File: src/rtl/cursor_ctrl.sv
// Cursor controller for a 3x3 board.
// Five raw pushbuttons are synchronized, debounced and edge-detected. The
// resulting press events move a cursor over cells 0..8 (row-major) or strobe
// "set" to place a mark. While mode = 1 (score mode) all events are dropped,
// and the cursor snaps back to the centre cell when game mode resumes.
module cursor_ctrl #(
    parameter int DEBOUNCE_CYCLES = 500000
) (
    input  logic       clk,
    input  logic       rst,
    input  logic       btnU,
    input  logic       btnD,
    input  logic       btnL,
    input  logic       btnR,
    input  logic       btnC,
    input  logic       mode,
    output logic [3:0] cursorPos,
    output logic       set
);

    localparam int NUM_BTN = 5;
    localparam int CNT_W   = $clog2(DEBOUNCE_CYCLES);

    // Bit positions of each button inside the packed button vectors.
    localparam int BTN_R = 0;
    localparam int BTN_L = 1;
    localparam int BTN_D = 2;
    localparam int BTN_U = 3;
    localparam int BTN_C = 4;

    localparam logic [CNT_W-1:0] CNT_LAST = CNT_W'(DEBOUNCE_CYCLES - 1);
    localparam logic [CNT_W-1:0] CNT_ONE  = CNT_W'(1);
    localparam logic [3:0]       POS_CENTRE = 4'd4;

    logic [NUM_BTN-1:0] raw;
    logic [NUM_BTN-1:0] sync_a;
    logic [NUM_BTN-1:0] sync_b;
    logic [NUM_BTN-1:0] level;
    logic [NUM_BTN-1:0] level_prev;
    logic [NUM_BTN-1:0] press;
    logic [CNT_W-1:0]   cnt [NUM_BTN];
    logic               mode_q;
    logic [3:0]         next_pos;
    logic               next_set;

    assign raw = {btnC, btnU, btnD, btnL, btnR};

    // Column of a cell index (0..2).
    function automatic logic [1:0] col_of(input logic [3:0] p);
        case (p)
            4'd0, 4'd3, 4'd6: col_of = 2'd0;
            4'd1, 4'd4, 4'd7: col_of = 2'd1;
            default:          col_of = 2'd2;
        endcase
    endfunction

    // Row moves wrap top<->bottom, column moves wrap left<->right.
    function automatic logic [3:0] move_up(input logic [3:0] p);
        move_up = (p < 4'd3) ? p + 4'd6 : p - 4'd3;
    endfunction

    function automatic logic [3:0] move_down(input logic [3:0] p);
        move_down = (p > 4'd5) ? p - 4'd6 : p + 4'd3;
    endfunction

    function automatic logic [3:0] move_left(input logic [3:0] p);
        move_left = (col_of(p) == 2'd0) ? p + 4'd2 : p - 4'd1;
    endfunction

    function automatic logic [3:0] move_right(input logic [3:0] p);
        move_right = (col_of(p) == 2'd2) ? p - 4'd2 : p + 4'd1;
    endfunction

    // Two-flop synchronizer per raw button.
    always_ff @(posedge clk or negedge rst) begin
        // NOTE: sequential state uses non-blocking assignments so every flop
        // samples the pre-edge value of its source, independent of statement order.
        if (!rst) begin
            sync_a <= '0;
            sync_b <= '0;
        end else begin
            sync_a <= raw;
            sync_b <= sync_a;
        end
    end

    // Independent debouncer per button: level follows the synchronized input
    // only after DEBOUNCE_CYCLES consecutive disagreeing samples.
    always_ff @(posedge clk or negedge rst) begin
        if (!rst) begin
            level <= '0;
            // NOTE: the counter array is real control state (a partial count
            // must be discarded on reset), so every entry is reset explicitly.
            for (int i = 0; i < NUM_BTN; i++) begin
                cnt[i] <= '0;
            end
        end else begin
            for (int i = 0; i < NUM_BTN; i++) begin
                if (sync_b[i] == level[i]) begin
                    cnt[i] <= '0;
                end else if (cnt[i] == CNT_LAST) begin
                    level[i] <= sync_b[i];
                    cnt[i]   <= '0;
                end else begin
                    cnt[i] <= cnt[i] + CNT_ONE;
                end
            end
        end
    end

    // Registered rising-edge detect of debounced levels and mode history.
    always_ff @(posedge clk or negedge rst) begin
        if (!rst) begin
            level_prev <= '0;
            press      <= '0;
            mode_q     <= 1'b0;
        end else begin
            level_prev <= level;
            press      <= level & ~level_prev;
            mode_q     <= mode;
        end
    end

    // Pick the single highest-priority event (C > U > D > L > R) and apply it.
    always_comb begin
        // NOTE: defaults first so every path assigns both outputs; no latch.
        next_pos = cursorPos;
        next_set = 1'b0;
        if (!mode) begin
            if (mode_q) begin
                next_pos = POS_CENTRE;
            end else if (press[BTN_C]) begin
                next_set = 1'b1;
            end else if (press[BTN_U]) begin
                next_pos = move_up(cursorPos);
            end else if (press[BTN_D]) begin
                next_pos = move_down(cursorPos);
            end else if (press[BTN_L]) begin
                next_pos = move_left(cursorPos);
            end else if (press[BTN_R]) begin
                next_pos = move_right(cursorPos);
            end
        end
    end

    // Output registers.
    always_ff @(posedge clk or negedge rst) begin
        if (!rst) begin
            cursorPos <= POS_CENTRE;
            set       <= 1'b0;
        end else begin
            cursorPos <= next_pos;
            set       <= next_set;
        end
    end

endmodule

File: config.mk
export PLATFORM = sky130hd
export DESIGN_NAME = cursor_ctrl
export DESIGN_NICKNAME = d
export VERILOG_FILES = /design/src/rtl/cursor_ctrl.sv
export SDC_FILE = /design/constraint.sdc
export NUM_CORES = 1
export LEC_CHECK = 0
export CORE_MARGIN = 4
export CORE_UTILIZATION = 35
export CTS_CLUSTER_DIAMETER = 120
export DETAILED_ROUTE_END_ITERATION = 7
export SETUP_SLACK_MARGIN = 0.1
export SLEW_MARGIN = 20
export SYNTH_ARGS = -nofsm -noshare
export SYNTH_HDL_FRONTEND = slang
export SYNTH_SLANG_ARGS = --single-unit
export TNS_END_PERCENT = 5
File: constraint.sdc
create_clock -name clk -period 2.5 [get_ports clk]
set_input_delay 0.75 -clock clk [delete_from_list [all_inputs] [get_ports clk]]
set_output_delay 0.75 -clock clk [all_outputs]
set_load 0.005 [all_outputs]
==> key figures <==
Layout
  – Fin cells: 884
  – FILL cells: approximately 1,700
  – Register area: 3160 um2
  – Area delta synth->final: 14.6%
  – Footprint of the multi-input gates: 2970 um2
  – Layout cells sized above 1: 9.56%
  – Antenna Cells: 0
  – Fin nets: 668
  – Finished Cell Area: 7260 um2

CTS
  – CTS tree: done
  – H-tree depth: 4
  – CTS resizes: 0
  – Clock slew at the register clock pins of the worst setup and hold paths: 50 ps
  – Hold_buf cts: 0
  – CTS buffer count: 17
  – CTS Root Cell: clkbuf_16
  – Max clock buf depth: 2
  – Worst skew pair latency: between 400 and 500 ps
  – Post-CTS Setup Repair Bufs: 0
  – CTS sink count: 126

Worst setup path
  – Slowest-stage cell, CP: clkdlybuf4s50_1
  – Crit-path max FO: 11
  – CP delay by family, top: buffers and inverters
  – Crit path kind: reg -> out
  – Reg-to-reg slack, setup: 340 ps
  – Worst path arrival time: 1540 ps
  – WP buf/inv: 1
  – CP cell instances: clkdlybuf4s50_1
  – Crit. End Element: output pin
  – CP startpoint kind: flip-flop
  – WP data required: between 1500 and 2000 ps
  – Crit path largest cell delay: ~570 ps

Place
  – Placer congestion estimate: 0.802
  – Post-Place Cells: between 800 and 900
  – PortBufs: 12
  – Placed cell area: 6660 um2
  – DP HPWL: 7.96 mm

Timing
  – Final setup violating endpoints: 0
  – Tmin final: 2290 ps
  – Fin. max-slew vios: 0
  – Crit share post-route: about 91%
  – Setup Total Neg Slack: 0 ps
  – Slew at the pin closest to its max-slew limit: 618 ps
  – RSZ-0062 raised after global routing: no
  – Maximum clock rate: around 440 MHz
  – Final hold vios: 0
  – Worst clock skew: 7.37 ps
  – Rel. slew slack: between 50% and 60%

Synth
  – XOR/XNOR share of the synthesized area: 12.5%
  – Synthesized flop and latch total: 126
  – Ys Warns: 0
  – Adder-Cell Fraction of Synth Area: under 10%
  – Top-area cell type share of the netlist area: 49.4%
  – Mapped Cells: between 600 and 700
  – Ranking of synthesized cells by area: dfrtp_1 (49%), nor2_1 (7.3%), xnor2_1 (6.6%)
  – Seq/Total Area, Yosys: between 40% and 50%
  – Yosys cell types: between 60 and 70
  – Syn Nets: 647
  – Most common flop cell mapped by yosys: dfrtp_1
  – Synthesized area per cell: between 10 and 15 um2
  – Ys async rst share: 100%
  – Post-synthesis compound-gate area fraction: about 5.3%
  – Largest family of logic cells by synthesized area: simple AND/OR/NAND/NOR gates
  – Netlist Area Pre-Place: 6330 um2
  – Simple-gate share of the synthesized area: 25.2%
  – Most frequent cells after synthesis: dfrtp_1 (125), nor2_1 (123), xnor2_1 (48)
  – Number of synthesized flops with an enable pin: 0
  – Most frequent cell after synthesis: dfrtp_1
  – Fraction of synthesized area in multiplexers: 1.21%
  – Cell taking the most area after synthesis: dfrtp_1

Status
  – Status: finished, final reports clean

Floorplanning
  – Chip width: 142 um
  – CORE AREA: 17,500 um2
  – Num ports: 13
  – Starting Density: 36.1%
  – Rows: 48
  – Die area: 20,300 um2
  – Chip Height: roughly 140 um

Pwr
  – PD cells: 645 nW/um2
  – Pleak: just over 3 nW
  – Peak VDD IR: roughly 0.00044 V

Global route
  – Vias in the first global route: 4,321
  – Grt total ovfl: 0
  – Initial antenna violation count: 0
  – First-pass GRT wire length: 20.5 mm
  – Total global-route track usage: 12.4%
  – Largest net degree at the start of global routing: 54

Flow run
  – Max Cap Violations: 0

Routing
  – ANT nets after route: 0
  – Vias post-DR: 4,391
  – Router iterations before antenna repair: 6
  – Drt drc: 0
  – Initial drt markers: around 280
  – Wire length per cell: 13.0 um
  – Vias per cell: about 5
  – Final WL: 11.5 mm

Worst hold path
  – Hold Crit Class: in -> async
## per-stage QoR
stage / utilization, % / total power [mW] / setup WS, ps / hold slack [ps]
global route: 41.4 / 4.86 / 139 / 136
floorplan: - / 2.19 / 492 / 331
detailed placement: 38.0 / 2.26 / 206 / 338
finish: 41.4 / 4.68 / 213 / 148
global placement: 38.0 / 2.26 / 262 / 337
CTS: 41.4 / 4.75 / 203 / 128
## layout by cell type (no fill, tap or decap), types with 3 or more instances in the layout
cell,count
nor4_1,5
bufinv_16,3
and3_1,8
nor3_1,14
xor2_1,42
clkdlybuf4s50_1,11
nor2b_1,9
mux2_2,5
clkbuf_16,17
ha_1,14
dfrtp_1,124
a211o_1,3
clkinv_4,4
nand2b_1,3
nand3_1,36
nand2_1,44
and2_1,5
nand3b_1,3
nor4b_1,5
buf_4,10
o21ai_0,8
o21bai_1,4
inv_1,13
a21oi_1,6
nand4_1,22
nor2_1,123
or3_1,4
and4_1,11
xnor2_1,48
clkinv_2,4
or2_2,3
## routing by layer
metal  up-vias  GRT usage [%]  share of wire [%]
met5         -              0                  0
met4         0           5.55                1.4
met3        13           2.69                2.9
met2        59           19.2                 47
met1      2141           16.7                 48
li1       2178              -                  -
## area by class of cell
| type | count | share of cell area, % |
|---|---|---|
| clock buffers | 18 | 5.91 |
| clock inverters | 14 | 2.33 |
| inverters | 13 | 0.672 |
| multi-input cells | 466 | 40.9 |
| flip-flops and latches | 126 | 43.5 |
| well taps | 225 | 3.88 |
| repair buffers | 22 | 2.83 |
## flip-flops by register name (all words and copies together), names as in the netlist
name        flops
cnt            95
mode_q          1
level           5
sync_a          5
level_prev      5
set             1
press           5
sync_b          5
cursorPos       4
## logic make-up (layout without fill, tap and decap cells)
group / count (synthesis) / count (layout)
AOI/OAI and AO/OA: 42 / 42
xor gates and xnor gates: 90 / 90
adders and majority gates: 14 / 14
buffers and inverters: 33 / 67
DFF: 126 / 126
muxes: 7 / 7
and+or+nand+nor: 313 / 313
## where the power goes
| part | switching [mW] | internal [mW] |
|---|---|---|
| combinational | 0.0863 | 0.0417 |
| sequential | 0.0257 | 2.07 |
| clock | 0.890 | 1.57 |
## path summary, 6_finish.rpt
check,startpoint,cells after the start,endpoint
worst max-delay path,cursorPos[3],1,cursorPos[3]
worst min-delay path,rst,1,cnt[73]
worst max register to register,cursorPos[1],7,cursorPos[2]
worst min register to register,sync_a[0],0,sync_b[0]
max in group asynchronous,rst,2,cnt[50]
min in group clk,sync_a[0],0,sync_b[0]
Note: power is estimated with default switching activity, not from simulation.
